## src/rtl/branch_track_queue.sv

```systemverilog
// branch_track_queue: in-order queue of unresolved conditional branches plus
// the fetch redirect sequencer (mispredict, JR target, decode jump/delay slot).
module branch_track_queue #(
    parameter int ADDR_WIDTH = 32,
    parameter int DEPTH = 8,
    parameter int GHIST_WIDTH = 8,
    parameter bit DELAY_SLOT = 1'b1,
    localparam int TAG_W = $clog2(DEPTH)
) (
    input  logic                   clk,
    input  logic                   rst_n,
    input  logic                   alloc_valid,
    input  logic [ADDR_WIDTH-1:0]  alloc_pc,
    input  logic [ADDR_WIDTH-1:0]  alloc_recovery,
    input  logic                   alloc_pred,
    input  logic [GHIST_WIDTH-1:0] alloc_ghist,
    output logic                   alloc_ready,
    output logic [TAG_W-1:0]       alloc_tag,
    input  logic                   dec_inst_valid,
    input  logic                   dec_redirect_valid,
    input  logic [ADDR_WIDTH-1:0]  dec_redirect_target,
    input  logic                   jr_alloc,
    input  logic                   jr_resolve_valid,
    input  logic [ADDR_WIDTH-1:0]  jr_target,
    input  logic                   commit_valid,
    input  logic                   commit_taken,
    output logic                   redirect_we,
    output logic [ADDR_WIDTH-1:0]  redirect_pc,
    output logic                   flush,
    output logic                   jr_stall,
    output logic                   fb_valid,
    output logic                   fb_correct,
    output logic [ADDR_WIDTH-1:0]  fb_pc,
    output logic [GHIST_WIDTH-1:0] fb_ghist,
    output logic                   fb_pred,
    output logic [TAG_W:0]         count,
    output logic                   full,
    output logic                   empty,
    output logic                   err_overflow,
    output logic                   err_underflow
);
    typedef enum logic [1:0] {IDLE, SLOT, SLOT_JR, WAIT_JR} state_t;

    logic [ADDR_WIDTH-1:0]  q_pc  [DEPTH];
    logic [ADDR_WIDTH-1:0]  q_rec [DEPTH];
    logic [GHIST_WIDTH-1:0] q_gh  [DEPTH];
    logic [DEPTH-1:0]       q_pred;

    logic [TAG_W-1:0]      wr_ptr, rd_ptr, rd_inc;
    logic [TAG_W:0]        cnt;
    state_t                state, state_nx;
    logic [ADDR_WIDTH-1:0] slot_tgt, slot_tgt_nx, redir_pc_nx;
    logic                  do_alloc, do_commit, mispredict;
    logic                  dec_fire, jr_fire, redir;

    assign full        = cnt == (TAG_W+1)'(DEPTH);
    assign empty       = cnt == '0;
    assign count       = cnt;
    assign alloc_ready = !full;
    assign alloc_tag   = wr_ptr;
    assign jr_stall    = state == WAIT_JR;
    assign rd_inc      = rd_ptr + TAG_W'(1);

    // A mispredict empties the queue, so a same-cycle allocation is younger and discarded.
    assign do_commit  = commit_valid && !empty;
    assign mispredict = do_commit && (q_pred[rd_ptr] != commit_taken);
    assign do_alloc   = alloc_valid && !full && !mispredict;

    always_comb begin
        state_nx    = state;
        slot_tgt_nx = slot_tgt;
        dec_fire    = 1'b0;
        jr_fire     = 1'b0;
        case (state)
            IDLE: begin
                if (dec_redirect_valid) begin
                    if (DELAY_SLOT) begin
                        state_nx    = SLOT;
                        slot_tgt_nx = dec_redirect_target;
                    end else begin
                        dec_fire = 1'b1;
                    end
                end else if (jr_alloc) begin
                    state_nx = DELAY_SLOT ? SLOT_JR : WAIT_JR;
                end
            end
            SLOT: begin
                if (dec_inst_valid) begin
                    dec_fire = 1'b1;
                    state_nx = IDLE;
                end
            end
            SLOT_JR: begin
                if (dec_inst_valid) state_nx = WAIT_JR;
            end
            WAIT_JR: begin
                if (jr_resolve_valid) begin
                    jr_fire  = 1'b1;
                    state_nx = IDLE;
                end
            end
            default: state_nx = IDLE;
        endcase
        if (mispredict) state_nx = IDLE;
    end

    assign redir       = mispredict || jr_fire || dec_fire;
    assign redir_pc_nx = mispredict ? q_rec[rd_ptr] :
                         jr_fire    ? jr_target :
                         DELAY_SLOT ? slot_tgt : dec_redirect_target;

    always_ff @(posedge clk) begin
        if (do_alloc) begin
            q_pc[wr_ptr]   <= alloc_pc;
            q_rec[wr_ptr]  <= alloc_recovery;
            q_gh[wr_ptr]   <= alloc_ghist;
            q_pred[wr_ptr] <= alloc_pred;
        end
    end

    always_ff @(posedge clk or negedge rst_n) begin
        if (!rst_n) begin
            wr_ptr        <= '0;
            rd_ptr        <= '0;
            cnt           <= '0;
            state         <= IDLE;
            slot_tgt      <= '0;
            redirect_we   <= 1'b0;
            flush         <= 1'b0;
            redirect_pc   <= '0;
            fb_valid      <= 1'b0;
            fb_correct    <= 1'b0;
            fb_pc         <= '0;
            fb_ghist      <= '0;
            fb_pred       <= 1'b0;
            err_overflow  <= 1'b0;
            err_underflow <= 1'b0;
        end else begin
            wr_ptr      <= mispredict ? rd_inc : do_alloc ? wr_ptr + TAG_W'(1) : wr_ptr;
            rd_ptr      <= do_commit ? rd_inc : rd_ptr;
            cnt         <= mispredict ? '0 : cnt + (TAG_W+1)'(do_alloc) - (TAG_W+1)'(do_commit);
            state       <= state_nx;
            slot_tgt    <= slot_tgt_nx;
            redirect_we <= redir;
            flush       <= redir;
            if (redir) redirect_pc <= redir_pc_nx;
            fb_valid    <= do_commit;
            if (do_commit) begin
                fb_correct <= q_pred[rd_ptr] == commit_taken;
                fb_pc      <= q_pc[rd_ptr];
                fb_ghist   <= q_gh[rd_ptr];
                fb_pred    <= q_pred[rd_ptr];
            end
            if (alloc_valid && full) err_overflow <= 1'b1;
            if (commit_valid && empty) err_underflow <= 1'b1;
        end
    end
endmodule

```

## config.mk

```make
export PLATFORM = sky130hd
export DESIGN_NAME = branch_track_queue
export DESIGN_NICKNAME = d
export VERILOG_FILES = /design/src/rtl/branch_track_queue.sv
export SDC_FILE = /design/constraint.sdc
export NUM_CORES = 1
export LEC_CHECK = 0
export CAP_MARGIN = 20
export CORE_MARGIN = 5
export CORE_UTILIZATION = 53
export DETAILED_ROUTE_END_ITERATION = 16
export PLACE_DENSITY = 0.74
export REMOVE_ABC_BUFFERS = 1
export SETUP_SLACK_MARGIN = 0.15
export SLEW_MARGIN = 25
export SYNTH_ARGS = -nofsm -noshare
export SYNTH_HDL_FRONTEND = slang
export SYNTH_SLANG_ARGS = --single-unit
```

## constraint.sdc

```tcl
create_clock -name clk -period 12.3 [get_ports clk]
set_clock_uncertainty 0.2 [all_clocks]
set_input_delay 2.46 -clock clk [delete_from_list [all_inputs] [get_ports clk]]
set_output_delay 2.46 -clock clk [all_outputs]
set_load 0.005 [all_outputs]
```

==> results.cfg <==
[clock_network]
postCtsHoldBufs = 0
post_cts_resize_count = 0
cts_tree = built
cts.clk_slew.worst_paths_ns = 0.06
clockBufferDepth = 3
cts_setup_buffers = 0
htreeDepth = 3
root_buffer = clkbuf_16
clkSinkCount = 706
cts_buffers = 69
clock_latency_ns = 0.59

[critical_path]
crit_fanout = 44
r2r_end = count[1]$_DFF_PN0_
crit_type = in2reg
regToRegSetupSlack_ns = 7.64
end_kind = flip-flop
arrival_ns = 5.51
startpoint = commit_valid
endpoint = count[1]$_DFF_PN0_
crit_path_start_kind = input port
timing.rr.start = rd_ptr[0]$_DFFE_PN0P_
rr_worst_depth = 11
cp.required_ns = 12.53

[min_path]
worstHoldPathCells = 1
holdCritPathClass = reg2reg

[run_status]
outcome = complete, no violations

[place]
routabilityCongestion = 0.7408
port_buffers = 235
hpwl_mm = 31.57

[pwr]
clock_power_share_pct = 26.2
power.share.sequential_pct = 43.4
switching_share_pct = 27.90
ir_drop_mv = 0.1694
intPower_mw = 5.505
power_density_mw_per_mm2 = 233.6
power.total_mw = 7.635
p_leak_nw = 11.28
comb_power_share_pct = 30.4
p_sw_mw = 2.131

[routing]
wire_per_inst_um = 23.50
drt_wl_total_mm = 54.38
postRouteAntennaNets = 0
dr.pass1.iters = 5
drt_iter0_markers = 979
via_per_inst = 5.655
drcViolationCount = 0
vias = 13090

[floorplanning]
die_h_um = 237.3
rows = 83
io_pins = 236
die_w_um = 237.3
initial_utilization_pct = 53.39
core_area_mm2 = 0.05130
dieArea_mm2 = 0.05633

[timing]
drv_slew = 0
rsz0062_at_grt = false
setup_viol = 0
max_freq_mhz = 189.6
period_share_pct = 42.89
finalHoldViolations = 0
fin_crit_ns = 5.275
worst_slew_pin_slew_ns = 1.056
tns_ns = 0
slew_headroom_pct = 29.58

[logic_synthesis]
yosysWarningCount = 0
syn_avg_cell_area_um2 = 20.74
netlist_instances = 1321
synth_top_area_cell = edfxtp_1
synth.area.top_cells = edfxtp_1, mux4_2, dfrtp_1
ys_types = 37
yosys.area.top_type_share_pct = 64.02
synth-seq-area-share_pct = 75.17
syn_area_mm2 = 0.02739
ys_top_cells_by_count = edfxtp_1, mux4_2, dfrtp_1, mux2i_1, mux2_2
synth.most_common_cell = edfxtp_1
postSynth.asyncResetShare_pct = 17.28
synth-edff-count = 584
synth_seq_cells = 706
synthFlopType = edfxtp_1

[global_routing]
gr-total-overflow = 0
track_usage_pct = 19.49
grt_pass1_vias = 14040
antenna_found_initial = 3
grt_max_degree = 85
grt_pass1_wl_mm = 84.58

[run]
maxCapViolCount = 0

[layout]
layout-drive-gt1-share_pct = 23.53
fin_nets = 1735
area_growth_pct = 19.33
nFillCells = 3485
[power groups by stage]
| stage | sequential (mW) | clock [mW] | combinational [mW] |
|---|---|---|---|
| CTS | 3.32 | 2.05 | 2.38 |
| finish | 3.31 | 2.00 | 2.32 |
| floorplan | 3.54 | 0 | 1.53 |
| global placement | 3.37 | 0 | 2.30 |
| detailed placement | 3.36 | 0 | 2.36 |
| global route | 3.36 | 2.16 | 2.52 |
[worst min-delay path by stage]
stage / startpoint / slack [ns] / endpoint
after floorplan: err_overflow$_DFFE_PN0P_ / 0.25 / err_overflow$_DFFE_PN0P_
after global placement: err_underflow$_DFFE_PN0P_ / 0.24 / err_underflow$_DFFE_PN0P_
after detailed placement: err_overflow$_DFFE_PN0P_ / 0.25 / err_overflow$_DFFE_PN0P_
after CTS: err_overflow$_DFFE_PN0P_ / 0.26 / err_overflow$_DFFE_PN0P_
after global routing: err_underflow$_DFFE_PN0P_ / 0.28 / err_underflow$_DFFE_PN0P_
final: err_overflow$_DFFE_PN0P_ / 0.26 / err_overflow$_DFFE_PN0P_
[routing by layer]
metal / routed length [um] / global-route usage (%)
met1: 23070 / 27.37
met2: 27390 / 32.35
met3: 3011 / 3.701
met4: 895 / 4.793
met5: 13 / 0
[worst max-delay path, cell delays in order]
cell             delay (ns)
clkdlybuf4s50_1        0.57
nand3_1                0.14
mux2i_4                0.40
buf_4                  0.68
or2_2                  0.24
ha_1                   0.22
inv_1                  0.06
ha_1                   0.18
fa_1                   0.42
nor2b_1                0.14
[cell families after synthesis]
logic type | share of synthesized area (%)
flip-flops | 75.17
AO/OA/AOI/OAI | 1.489
buffers and inverters | 1.475
adder cells (fa/ha/maj) | 0.4385
XOR/XNOR | 0.2238
AND/OR/NAND/NOR | 1.841
multiplexers | 19.36
[cell type report]
| cell class | count | area, um2 | area share (%) |
|---|---|---|---|
| Sequential cell | 706 | 20600 | 63.03 |
| Multi-Input combinational cell | 533 | 6464 | 19.78 |
| Timing Repair Buffer | 261 | 2587 | 7.916 |
| Clock buffer | 90 | 1847 | 5.650 |
| Tap cell | 680 | 850.8 | 2.603 |
| Clock inverter | 33 | 296.5 | 0.9072 |
| Inverter | 9 | 33.78 | 0.1034 |
| Antenna cell | 2 | 5.005 | 0.01531 |
[per-stage QoR]
step | worst slack [ns] | instances | hold slack (ns) | instance area (um2) | utilization (%)
2_1_floorplan | -3.228 | 1248 | 0.2510 | 27020 | -
3_3_place_gp | 6.463 | 2188 | 0.2393 | 30490 | 59.43
3_5_place_dp | 6.410 | 2189 | 0.2475 | 30520 | 59.49
4_1_cts | 7.023 | 2312 | 0.2618 | 32670 | 63.67
5_1_grt | 6.848 | 2312 | 0.2782 | 32680 | 63.70
6_report | 7.025 | 2314 | 0.2577 | 32690 | 63.71
[registers in the layout (all words and copies together), names as in the netlist]
name           count
alloc_tag          3
count              4
err_overflow       1
err_underflow      1
fb_correct         1
fb_ghist           8
fb_pc             32
fb_pred            1
fb_valid           1
flush              1
q_gh              64
q_pc             256
q_pred             8
q_rec            256
rd_ptr             3
redirect_pc       32
slot_tgt          32
state              2
[cells in the final DEF (no fill, tap or decap), types with 4 or more instances in the layout]
| cell | netlist | final |
|---|---|---|
| a21oi_1 | 34 | 34 |
| buf_4 | 1 | 20 |
| buf_6 | 3 | 6 |
| bufinv_16 | 0 | 4 |
| clkbuf_1 | 47 | 18 |
| clkbuf_16 | 0 | 70 |
| clkdlybuf4s50_1 | 0 | 234 |
| clkinv_1 | 0 | 9 |
| clkinv_2 | 0 | 9 |
| clkinvlp_4 | 0 | 5 |
| dfrtp_1 | 122 | 119 |
| edfxtp_1 | 584 | 584 |
| ha_1 | 8 | 8 |
| inv_1 | 9 | 9 |
| inv_6 | 0 | 5 |
| mux2_1 | 4 | 4 |
| mux2_2 | 67 | 67 |
| mux2_4 | 31 | 31 |
| mux2i_1 | 75 | 75 |
| mux4_2 | 145 | 145 |
| nand2_1 | 52 | 51 |
| nor2_1 | 40 | 40 |
| nor4b_2 | 0 | 4 |
| o21ai_0 | 40 | 40 |
| xnor2_1 | 5 | 5 |
Power figures use the tool's default switching activity.
==> edit: new RTL, same flow settings <==
Encoding of `state_t`: now one-hot (4 bits for 4 states).
--- a/src/rtl/branch_track_queue.sv
+++ b/src/rtl/branch_track_queue.sv
@@ -39,7 +39,7 @@
     output logic                   err_overflow,
     output logic                   err_underflow
 );
-    typedef enum logic [1:0] {IDLE, SLOT, SLOT_JR, WAIT_JR} state_t;
+    typedef enum logic [3:0] {IDLE = 4'b0001, SLOT = 4'b0010, SLOT_JR = 4'b0100, WAIT_JR = 4'b1000} state_t;
 
     logic [ADDR_WIDTH-1:0]  q_pc  [DEPTH];
     logic [ADDR_WIDTH-1:0]  q_rec [DEPTH];
Formal check against the unedited RTL: same outputs for any inputs over 4 cycles, from zero or initial values and one cycle with rst_n low; so few cycles prove little.
==> edit against the unedited design <==
  * Critical path type is now reg2out
  * Cell count is 2.5% higher
  * Cell area is 1.5% higher
  * Routed wire length is 6.6% higher
  * Power is 0.22% higher
  * Area after synthesis is 1.1% higher
  * Sequential cell count is 2 higher
  * Sequential share of layout area is 0.76 points lower
  * Worst setup slack worse by 0.079 ns
  * Maximum frequency is 1.5% lower
  * Synthesized cell count is 4.6% higher
  * Largest cell class unchanged
==> edit: results (changes against the unedited design) <==
status=completed; met2 Track Usage GR=33.48% (+1.1 points); largest cells by area after synthesis=edfxtp_1 (63%), mux4_2 (12%), dfrtp_1 (11%); Num CTS Buffers=73 (+5.8%); Fillers=3508 (+0.66%); post-DP HPWL=33410 µm (+5.8%); GP Congestion=0.7426 (+0.24%); met3 GRT Util=4.638% (+0.94 points); Overall Global Routing Usage=20.56% (+1.1 points); Via Count=13780 (+5.3%); Max stage delay cell, worst path=nor4b_4; Post-synth EDFFs=584 (unchanged); Commonest cells post-synth=edfxtp_1 (584), mux4_2 (145), dfrtp_1 (123); met1 GRT Util=29.21% (+1.8 points); met2 WL=29060 µm (+6.1%); DP Area=30810 µm² (+0.95%); register area share after synthesis=74.55% (-0.62 points); layout cell share with drive strength beyond 1=19.94% (-3.6 points); 1st-iter DRT viols=1087 (+11%); Critical Path Source=state[1]$_DFFE_PN0P_; largest net degree at the start of global routing=120 (+41%); R2R Setup Slk=7.59 ns (-0.05 ns); Die Footprint=56920 µm² (+1.0%); peak supply drop=161.8 µV (-4.5%); min Tclk post-route=5.355 ns (+0.07929 ns); DRT met1 WL=24430 µm (+5.9%); final WL=57950 µm (+6.6%); met3 routed WL=3481 µm (+16%); Vias/cell=5.806 (+2.7%); RR Endpoint=q_rec[0][2]$_DFFE_PP_; # nets final=1786 (+2.9%); Slew Limit Headroom=33.42% (+3.8 points); number of antenna violations at the first check in global routing=6 (+3); Syn Area/Cell=20.04 µm² (-3.4%); Reg2Reg Depth=6 (-5); CP Max Fanout=26 (-41%); Inst Count DP=2235 (+2.1%); worst slack, placed=6.160 ns (-0.2501 ns); end of the critical path=jr_stall; Yosys warnings=0 (unchanged); WP data arrival=2.69 ns (-2.82 ns); maximum single-stage delay on the critical path=0.62 ns (-0.06 ns); Pleak=11.34 nW (+0.53%); vias in the first global route=14730 (+4.9%); Yosys cell types=46 (+24%); share of flip-flops with an asynchronous set or reset=17.51% (+0.23 points); first-pass GRT wire length=89710 µm (+6.1%)
[edit: cell families (layout without fill, tap and decap cells)]
group | after synthesis | in the layout | share of synthesized area [%]
AOI/OAI and AO/OA | 116 | 116 | 2.784
xor gates and xnor gates | 8 | 8 | 0.2531
adders and majority gates | 9 | 9 | 0.4338
buffers and inverters | 99 | 407 | 1.545
DFF | 708 | 708 | 74.55
muxes | 290 | 290 | 17.25
other | 0 | 3 | 0
and+or+nand+nor | 152 | 152 | 3.186
[edit: final cells by class]
type | count | area (µm²) | area share (%)
Sequential cell | 708 | 20650 | 62.27
Multi-Input combinational cell | 575 | 6693 | 20.18
Timing Repair Buffer | 262 | 2613 | 7.877
Clock buffer | 106 | 2106 | 6.349
Tap cell | 680 | 850.8 | 2.565
Clock inverter | 28 | 203.9 | 0.6149
Inverter | 11 | 41.29 | 0.1245
Antenna cell | 3 | 7.507 | 0.02263
[edit: worst min path at each step]
stage | from | end | slack [ns] | cells after the start
after global routing | err_overflow$_DFFE_PN0P_ | err_overflow$_DFFE_PN0P_ | 0.29 | 1
after global placement | err_overflow$_DFFE_PN0P_ | err_overflow$_DFFE_PN0P_ | 0.24 | 1
after floorplan | err_overflow$_DFFE_PN0P_ | err_overflow$_DFFE_PN0P_ | 0.25 | 1
after CTS | fb_ghist[2]$_DFFE_PN0P_ | fb_ghist[2]$_DFFE_PN0P_ | 0.28 | 2
final | fb_ghist[2]$_DFFE_PN0P_ | fb_ghist[2]$_DFFE_PN0P_ | 0.28 | 2
after detailed placement | err_overflow$_DFFE_PN0P_ | err_overflow$_DFFE_PN0P_ | 0.27 | 1
[edit: power breakdown]
part | switching (W) | total (W) | internal (W)
Combinational | 0.00105 | 0.00220 | 0.00116
Clock | 0.000863 | 0.00210 | 0.00123
Sequential | 0.000261 | 0.00335 | 0.00309
